[src/rtl/add_accum_stage.sv]
// Accumulates N signed samples per result behind valid/ready handshakes.
// Define ADD_ACCUM_SAT_EN for clamping adds and the o_sat flag.
module add_accum_stage #(
   parameter int W     = 32,
   parameter int N     = 4,
   parameter int ACC_W = 40
) (
   input  logic                     i_clk,
   input  logic                     i_arst_n,
   input  logic                     i_valid,
   output logic                     o_ready,
   input  logic signed [W-1:0]      i_a,
   input  logic                     i_clear,
   output logic                     o_valid,
   input  logic                     i_ready,
   output logic signed [ACC_W-1:0]  o_sum,
   output logic [$clog2(N+1)-1:0]   o_count
`ifdef ADD_ACCUM_SAT_EN
   ,
   output logic                     o_sat
`endif
);

   localparam int CW = $clog2(N+1);
   localparam logic [CW-1:0] LAST = CW'(N-1);

   typedef enum logic {IDLE, ACCUM} state_e;

   state_e                   state_q, state_d;
   logic signed [ACC_W-1:0]  acc_q, acc_d;
   logic signed [ACC_W-1:0]  sum_q, sum_d;
   logic [CW-1:0]            cnt_q, cnt_d;
   logic                     valid_q, valid_d;

   logic signed [ACC_W-1:0]  base;
   logic signed [ACC_W-1:0]  ext_a;
   logic signed [ACC_W-1:0]  add_res;
   logic                     accept;
   logic                     take;

   assign o_ready = !valid_q || i_ready;
   assign accept  = i_valid && o_ready;
   assign take    = valid_q && i_ready;

   assign base  = (state_q == IDLE) ? '0 : acc_q;
   assign ext_a = ACC_W'($signed(i_a));

`ifdef ADD_ACCUM_SAT_EN
   localparam logic [ACC_W-1:0] SMAX = {1'b0, {(ACC_W-1){1'b1}}};
   localparam logic [ACC_W-1:0] SMIN = {1'b1, {(ACC_W-1){1'b0}}};

   logic [ACC_W:0] sum_x;
   logic           ovf;
   logic           psat_q, psat_d;
   logic           sat_q, sat_d;

   // One guard bit: the top two bits disagree exactly on signed overflow.
   assign sum_x   = {base[ACC_W-1], base} + {ext_a[ACC_W-1], ext_a};
   assign ovf     = sum_x[ACC_W] ^ sum_x[ACC_W-1];
   assign add_res = !ovf ? sum_x[ACC_W-1:0]
                  : (sum_x[ACC_W] ? SMIN : SMAX);
   assign o_sat   = sat_q;
`else
   assign add_res = base + ext_a;
`endif

   always_comb begin
      acc_d   = acc_q;
      sum_d   = sum_q;
      cnt_d   = cnt_q;
      valid_d = valid_q;
`ifdef ADD_ACCUM_SAT_EN
      psat_d  = psat_q;
      sat_d   = sat_q;
`endif
      if (i_clear) begin
         acc_d   = '0;
         cnt_d   = '0;
         valid_d = 1'b0;
`ifdef ADD_ACCUM_SAT_EN
         psat_d  = 1'b0;
         sat_d   = 1'b0;
`endif
      end else begin
         if (take) valid_d = 1'b0;
         if (accept) begin
            if (cnt_q == LAST) begin
               sum_d   = add_res;
               valid_d = 1'b1;
               acc_d   = '0;
               cnt_d   = '0;
`ifdef ADD_ACCUM_SAT_EN
               sat_d   = psat_q | ovf;
               psat_d  = 1'b0;
`endif
            end else begin
               acc_d = add_res;
               cnt_d = cnt_q + CW'(1);
`ifdef ADD_ACCUM_SAT_EN
               psat_d = psat_q | ovf;
`endif
            end
         end
      end
      state_d = (cnt_d == '0) ? IDLE : ACCUM;
   end

   always_ff @(posedge i_clk or negedge i_arst_n) begin
      if (!i_arst_n) begin
         state_q <= IDLE;
         acc_q   <= '0;
         sum_q   <= '0;
         cnt_q   <= '0;
         valid_q <= 1'b0;
`ifdef ADD_ACCUM_SAT_EN
         psat_q  <= 1'b0;
         sat_q   <= 1'b0;
`endif
      end else begin
         state_q <= state_d;
         acc_q   <= acc_d;
         sum_q   <= sum_d;
         cnt_q   <= cnt_d;
         valid_q <= valid_d;
`ifdef ADD_ACCUM_SAT_EN
         psat_q  <= psat_d;
         sat_q   <= sat_d;
`endif
      end
   end

   assign o_valid = valid_q;
   assign o_sum   = sum_q;
   assign o_count = cnt_q;

endmodule

[config.mk]
export PLATFORM = sky130hd
export DESIGN_NAME = add_accum_stage
export DESIGN_NICKNAME = d
export VERILOG_FILES = /design/src/rtl/add_accum_stage.sv
export SDC_FILE = /design/constraint.sdc
export NUM_CORES = 1
export LEC_CHECK = 0
export ABC_AREA = 1
export BUFFER_PORTS_ARGS = -buffer_cell sky130_fd_sc_hd__buf_2
export CORE_MARGIN = 2
export CORE_UTILIZATION = 41
export CTS_CLUSTER_DIAMETER = 100
export DETAILED_ROUTE_END_ITERATION = 8
export GPL_TIMING_DRIVEN = 0
export PLACE_DENSITY = 0.61
export SLEW_MARGIN = 20
export SYNTH_ARGS = -nofsm -noshare
export SYNTH_HDL_FRONTEND = slang
export SYNTH_SLANG_ARGS = --single-unit
[constraint.sdc]
create_clock -name i_clk -period 3.3 [get_ports i_clk]
set_input_delay 0.66 -clock i_clk [delete_from_list [all_inputs] [get_ports i_clk]]
set_output_delay 0.66 -clock i_clk [all_outputs]
set_load 0.02 [all_outputs]
### Word level (Yosys, flattened, before mapping)

Cells that the tools add are included.
W data, S select, Z words.

* register bits: 85
* bits of input ports: 37
* output and inout port bits: 45
* word-level logic and storage cells: 28

* add/sub/neg operators: 2
* equal/unequal tests: 1
* multiplexer cells: 12
* bitwise logic cells: 1
* reduce and logical (&&, ||, !) cells: 7

Operators with widths (number)
* $mux W40: 4
* $add A40 B32 Y40: 1
* $mux W3: 3
* $mux W1: 5
* $add A3 B1 Y3 const B: 1
* $eq A3 B2 Y1 const B: 1
* $logic_not A3 Y1: 1
* $reduce_and A3 Y1: 1
* $logic_and A1 B1 Y1: 2
* $reduce_bool A2 Y1: 1
* $logic_not A1 Y1: 1
* $logic_or A1 B1 Y1: 1
* $not A1 Y1: 1

### Longest topological paths before layout

Gate-level depths: netlist of run 1.

* depth in word-level cells: 7
* depth in mapped cells: 19
* depth with buffers taken out: 17

### Worst setup path after synthesis of run 1

No wires, ideal clock.

* path type: flip-flop to flip-flop
* from: reg state_q
* to: reg sum_q[32], in the netlist o_sum[32]
* library setup time: 117 ps
* arrival time: 2490 ps
* required time: 3183 ps
* path slack: 692 ps
* cell stages (with the launch flop): 20
* buffers on the path: 2
* clock period less this slack: 2608 ps
* cells stage by stage: dfrtp_1 > clkbuf_1 > clkbuf_1 > nand2_1 > inv_1 > ha_1 > inv_1 > fa_1 > inv_1 > nand3_1 > nand3_1 > nand2_1 > nand2_1 > nand2_1 > nand2_1 > nand2_1 > nand2_1 > nand2_1 > nand3_1 > nand2_1

* word-level cells in the longest chain between the ends: 2

Ends and longest elaborated chain
* from (decl): line 29 `state_e state_q, state_d;`
* from (signal assigned): line 120 `state_q <= state_d;`
* $mux W40: line 45 `assign base = (state_q == IDLE) ? '0 : acc_q;`
* $add A40 B32 Y40: line 64 `assign add_res = base + ext_a;`
* to (signal assigned): line 122 `sum_q <= sum_d;`
* to (decl): line 31 `logic signed [ACC_W-1:0] sum_q, sum_d;`

Every way passes these cells.
A chain may end at the register's enable or synchronous reset.

### Final worst setup path of run 1

Ends and elaborated chain as after synthesis.

==> impl_metrics.ini, run 1 <==
[outcome]
status = complete, no violations

[grt]
grt_max_degree = 51
global_route.usage.met3_pct = 2.91
antenna_found_initial = 0
grt_pass1_wl_um = 29500
grt.busiest_layer = met2
grt_pass1_vias = 5915
grt_util_met2_pct = 34.5
grt_use_met1_pct = 34.2
grt_usage_pct = 22.7
grt_remaining_overflow = 0

[pwr]
share_comb_of_total_power_pct = 26.6
clockPowerShare_pct = 33.1
max-vdd-ir-drop_mv = 0.298
power_mw = 3.11
p_seq_share_pct = 40.3
p_leak_nw = 4.69
power.switching_mw = 1.07
p_int_mw = 2.04
switching_share_pct = 34.5
p_per_area_nw_per_um2 = 424

[placed_design]
numPortBuffers = 81
placed_cells = 1289
dp_hpwl_um = 14200
gp_congestion = 0.930

[detailed_routing]
wl_um = 17900
drt.antenna.violating_nets = 0
dr.pass1.iters = 4
routedWlPerCell_um = 13.7
vias = 6255
drtIter0Drc = 403
drc_errors = 0
vias_per_cell = 4.80

[synthesis]
syn_area_per_cell_um2 = 6.26
synth_cell_types = 23
synth-seq-area-share_pct = 33.3
synth_area_leaders = dfrtp_1 (33%), nand2_1 (26%), inv_1 (10%)
synthFlopType = dfrtp_1
netlist_area_um2 = 6380
synth_warnings = 0
synth-seq-cells = 85
synth_edf_count = 0
syn_nets = 1097
yosys-top-cells-count = nand2_1 (437), inv_1 (174), dfrtp_1 (85), nor2_1 (76), nand3_1 (72)
yosysMostFrequentCell = nand2_1
yosys.area.top_type = dfrtp_1
postSynth.asyncResetShare_pct = 100
synth_top_cell_area_share_pct = 33.3
syn_inst = 1019

[setup_path]
required_ps = 3540
r2r_start = state_q
r2r_setup_slack_ps = 340
cp-end-kind = register
crit_slowest_cell = dfrtp_2
r2r_cells = 18
cp_common_cell = nand2_1
startpoint_type = register
cp_cell_sequence = clkbuf_4, nand2_1, inv_1, ha_1, inv_1, fa_1, inv_1, nand3_1, nand3_1, nand2_1, nand2_1, nand2_1, nand2_1, nand2_1, nand2_1, nand2_1, nand3_1, nand2_1
cpLargestDelayFamily = simple AND/OR/NAND/NOR gates
crit_fanout = 13
critical-path-max-stage-delay_ps = 530
worstPathArrival_ps = 3200
worstReg2RegEnd = o_sum[32]
worstSetupPathType = reg2reg
path_buf_inv = 4

[floorplanning]
placementRows = 45
die_w_um = 129
core_area_um2 = 15200
start_util_pct = 42.0
fp.dieH_um = 129
die-area_um2 = 16600
io_pins = 82

[layout]
layout-drive-gt1-share_pct = 10.0
final_cells = 1304
final_core_util_pct = 48.3
area_growth_pct = 15.1
antenna_cells = 0
finish.net_count = 1189
fillers = 1685

[sta]
slew_headroom_pct = 53.1
slew_violations = 0
fmax_mhz = 337
post-route-period-util_pct = 89.8
layout_min_cycle_time_ps = 2960
worst_pin_slew_ps = 703
finalSetupViolCount = 0
worst_hold_slack_ps = 267
hold_violations = 0
setup_tns_ps = 0
grt_setup_unrepaired = false
finClkSkew_ps = 8.68

[clock_network]
clk_path_buf_depth = 2
tritoncts = yes
cts.htree.levels = 3
path_clk_slew_ps = 70
cts.hold.buffers_added = 0
insertion_delay_ps = 360
root_buffer = clkbuf_16
clock-sinks = 85
cts_made_buffers = 9

[hold_path]
hold_path.class = in2async

[run]
cap_viol_max_count = 0
[repair_timing]
action	CTS	global route
setup endpoints to repair	16	15
gates cloned	0	0
buffers inserted	0	0
resized for setup	1	3
[worst reg2reg max path, cell delays in order (launching register included)]
cell	delay, ps
dfrtp_2	530
clkbuf_4	290
nand2_1	70
inv_1	60
ha_1	210
inv_1	70
fa_1	410
inv_1	120
nand3_1	70
nand3_1	170
nand2_1	70
nand2_1	120
nand2_1	70
nand2_1	180
nand2_1	100
nand2_1	70
nand2_1	60
nand3_1	120
nand2_1	60
[stage by stage]
stage / worst slack (ps) / instance area (um^2)
floorplan: 692 / 6380
global placement: -155 / 7020
detailed placement: -191 / 7050
CTS: 139 / 7340
global route: 36.7 / 7350
finish: 335 / 7350
[how the worst max path moves through the flow]
stage	cells past startpoint	start	to	slack (ps)
after floorplan	19	state_q	o_sum[32]	690
final	18	state_q	o_sum[32]	340
after CTS	18	state_q	o_sum[32]	140
after global placement	19	state_q	o_sum[32]	-150
after detailed placement	19	state_q	o_sum[32]	-190
after global routing	18	state_q	o_sum[32]	40
[logic make-up after synthesis]
logic type / after synthesis / synth area share [%]
AOI/OAI and AO/OA: 74 / 6.27
xor gates and xnor gates: 17 / 2.33
adders and majority gates: 41 / 8.16
buffers and inverters: 194 / 11.5
DFF: 85 / 33.3
and+or+nand+nor: 608 / 38.4
[power groups by stage]
stage,registers (mW),logic [mW],clock network [mW]
3_3_place_gp,1.26,0.822,0
5_1_grt,1.27,0.937,1.09
4_1_cts,1.25,0.833,1.05
6_report,1.25,0.828,1.03
3_5_place_dp,1.27,0.834,0
2_1_floorplan,1.37,0.442,0
[cells in the final DEF, fill, tap and decap left out, types with 3 or more instances in the layout]
cell,Yosys,routed
nand2_1,437,437
inv_1,174,174
buf_2,7,87
dfrtp_1,85,84
nor2_1,76,76
nand3_1,72,72
ha_1,40,40
o21ai_0,34,34
a21oi_1,30,30
clkbuf_1,13,12
nand3b_1,12,12
xor2_1,10,10
clkbuf_16,0,9
xnor2_1,7,7
a22o_1,5,5
nor3_1,4,4
o21bai_1,3,3
[layout make-up]
cell class	count	area [um^2]	area share, %
Tap cell	188	235	3.20
Timing Repair Buffer	82	435	5.93
Clock buffer	10	229	3.12
Multi-Input combinational cell	740	3520	47.9
Clock inverter	6	63.8	0.869
Sequential cell	85	2130	29.0
Inverter	174	653	8.89
Buffer	19	83.8	1.14
[metal layers]
| metal | share of wire (%) | up-vias |
|---|---|---|
| met1 | 53 | 2822 |
| met4 | 1.2 | 0 |
| met2 | 42 | 125 |
| li1 | - | 3296 |
| met5 | 0 | - |
| met3 | 3.9 | 12 |
[flip-flops by register name, summed over array words and instances (netlist names)]
| name | count |
|---|---|
| o_valid | 1 |
| state_q | 1 |
| o_count | 3 |
| o_sum | 40 |
| acc_q | 40 |
Power figures use the tool's default switching activity.
==> run 2: changes to the inputs <==
==> constraint.sdc (replaced) <==
create_clock -name i_clk -period 3.8 [get_ports i_clk]
set_input_delay 0.76 -clock i_clk [delete_from_list [all_inputs] [get_ports i_clk]]
set_output_delay 0.76 -clock i_clk [all_outputs]
set_load 0.02 [all_outputs]
==> run 2 against run 1 <==
Compared with the run above:
- first-iteration DRC count is 0.99% higher
- clock-buffer cell count stayed put
- routed wire length is 0.27% higher
- non-clock buffer count is 1 higher
- clock power is 13% lower
- sequential cell count stayed put
- utilization stayed put
- die area stayed put
- power is 13% lower
- worst hold slack better by 99 ps
==> impl_metrics.ini, run 2 (synthesis results as in run 1) <==
[floorplanning]
die_w_um = 129
io_pins = 82
start_util_pct = 42.0
placementRows = 45
die-area_um2 = 16600
core_area_um2 = 15200
fp.dieH_um = 129

[clock_network]
cts.htree.levels = 3
root_buffer = clkbuf_16
cts_made_buffers = 9
path_clk_slew_ps = 70
tritoncts = yes
clk_path_buf_depth = 2
insertion_delay_ps = 360
clock-sinks = 85

[grt]
antenna_found_initial = 0
grt_pass1_vias = 5916
grt_pass1_wl_um = 29500
grt_max_degree = 51
grt_remaining_overflow = 0
grt_usage_pct = 22.7

[pwr]
switching_share_pct = 34.5
max-vdd-ir-drop_mv = 0.260
p_int_mw = 1.77
clockPowerShare_pct = 33.1
p_per_area_nw_per_um2 = 368
power.switching_mw = 0.933
power_mw = 2.70
p_seq_share_pct = 40.1
p_leak_nw = 4.69
share_comb_of_total_power_pct = 26.8

[detailed_routing]
vias = 6251
routedWlPerCell_um = 13.7
wl_um = 17900
dr.pass1.iters = 4
vias_per_cell = 4.79
drc_errors = 0
drt.antenna.violating_nets = 0
drtIter0Drc = 407

[sta]
finalSetupViolCount = 0
setup_ws_ps = 468
post-route-period-util_pct = 87.7
grt_setup_unrepaired = false
slew_violations = 0
worst_pin_slew_ps = 706
fmax_mhz = 300
slew_headroom_pct = 52.9
finClkSkew_ps = 7.43
layout_min_cycle_time_ps = 3330
setup_tns_ps = 0
hold_violations = 0

[placed_design]
dp_hpwl_um = 14200
gp_congestion = 0.930
post-place-ws_ps = 309
numPortBuffers = 81

[layout]
finish.net_count = 1190
final_common_cell = nand2_1
final_cell_mix = nand2_1 (437), inv_1 (174), buf_2 (87), dfrtp_1 (85), nor2_1 (76)
area_growth_pct = 15.1
multi_input_area_um2 = 3520
final_core_util_pct = 48.3
layout-drive-gt1-share_pct = 9.94
antenna_cells = 0
fillers = 1687
register_area_um2 = 2130

[setup_path]
crit_fanout = 10
cp-end-kind = register
required_ps = 4040
cp_common_cell = nand2_1
critical-path-max-stage-delay_ps = 410
startpoint_type = register
crit_slowest_cell = dfrtp_1
worstSetupPathType = reg2reg
worstPathArrival_ps = 3570
cp_cell_sequence = clkbuf_1, clkbuf_2, nand2_1, inv_1, ha_1, inv_1, fa_1, inv_1, nand3_1, nand3_1, nand2_1, nand2_1, nand2_1, nand2_1, nand2_1, nand2_1, nand2_1, nand3_1, nand2_1

[outcome]
status = complete, no violations

[hold_path]
hold_path.class = in2async

[run]
cap_viol_max_count = 0
## run 2: changes by cell type in the layout (fill, tap and decap cells not counted)
cell / change
clkbuf_1: +1
clkbuf_4: -1
dfrtp_2: -1
clkbuf_2: +1
dfrtp_1: +1
## run 2: power groups by stage
stage                     registers (mW)  clock network (mW)  logic, mW
final                               1.08               0.896      0.724
after global routing                1.10               0.947      0.819
after CTS                           1.08               0.910      0.728
after detailed placement            1.10                   0      0.724
after global placement              1.10                   0      0.714
after floorplan                     1.19                   0      0.384
## run 2: critical path, delay by kind of cell, from the launching register on
kind | cells | cell delay (ps)
simple gates | 12 | 1170
fa+ha+maj | 2 | 620
buf+inv | 5 | 1010
flops | 1 | 410
## run 2: cell type report
class	count	share of cell area, %
Buffer	20	1.16
Timing Repair Buffer	82	5.93
Tap cell	188	3.20
Clock buffer	10	3.12
Sequential cell	85	29.0
Multi-Input combinational cell	740	47.9
Clock inverter	6	0.869
Inverter	174	8.89
## run 2: timing repair
action | CTS | global route
gates resized for setup | 0 | 2
hold buffers | 0 | 0
endpoints found under the setup margin | 0 | 4
setup buffers | 0 | 0
## run 2: metrics by stage
step                      instances  hold WS (ps)  area [um^2]
final                          1305           366         7350
after global routing           1305           405         7350
after CTS                      1305           385         7340
after detailed placement       1289           461         7050
after global placement         1288           457         7020
after floorplan                1019           449         6380
## run 2: worst paths after layout
| check | from | to | slack (ps) | depth (start not counted) |
|---|---|---|---|---|
| worst min-delay path | i_arst_n | acc_q[8] | 370 | 1 |
| max in group asynchronous | i_arst_n | acc_q[29] | 2820 | 2 |
| worst max-delay path | state_q | o_sum[32] | 470 | 19 |
| worst max register to register | state_q | o_sum[32] | 470 | 19 |
| min in group i_clk | o_sum[5] | o_sum[5] | 470 | 2 |
| worst min register to register | o_sum[5] | o_sum[5] | 470 | 2 |
## run 2: layer usage
metal | track usage (%) | part of all wire [%] | up-vias
li1 | - | - | 3298
met1 | 34.1 | 52 | 2821
met2 | 34.5 | 42 | 119
met3 | 2.91 | 4.7 | 13
met4 | 6.01 | 1.1 | 0
met5 | 0 | 0 | -
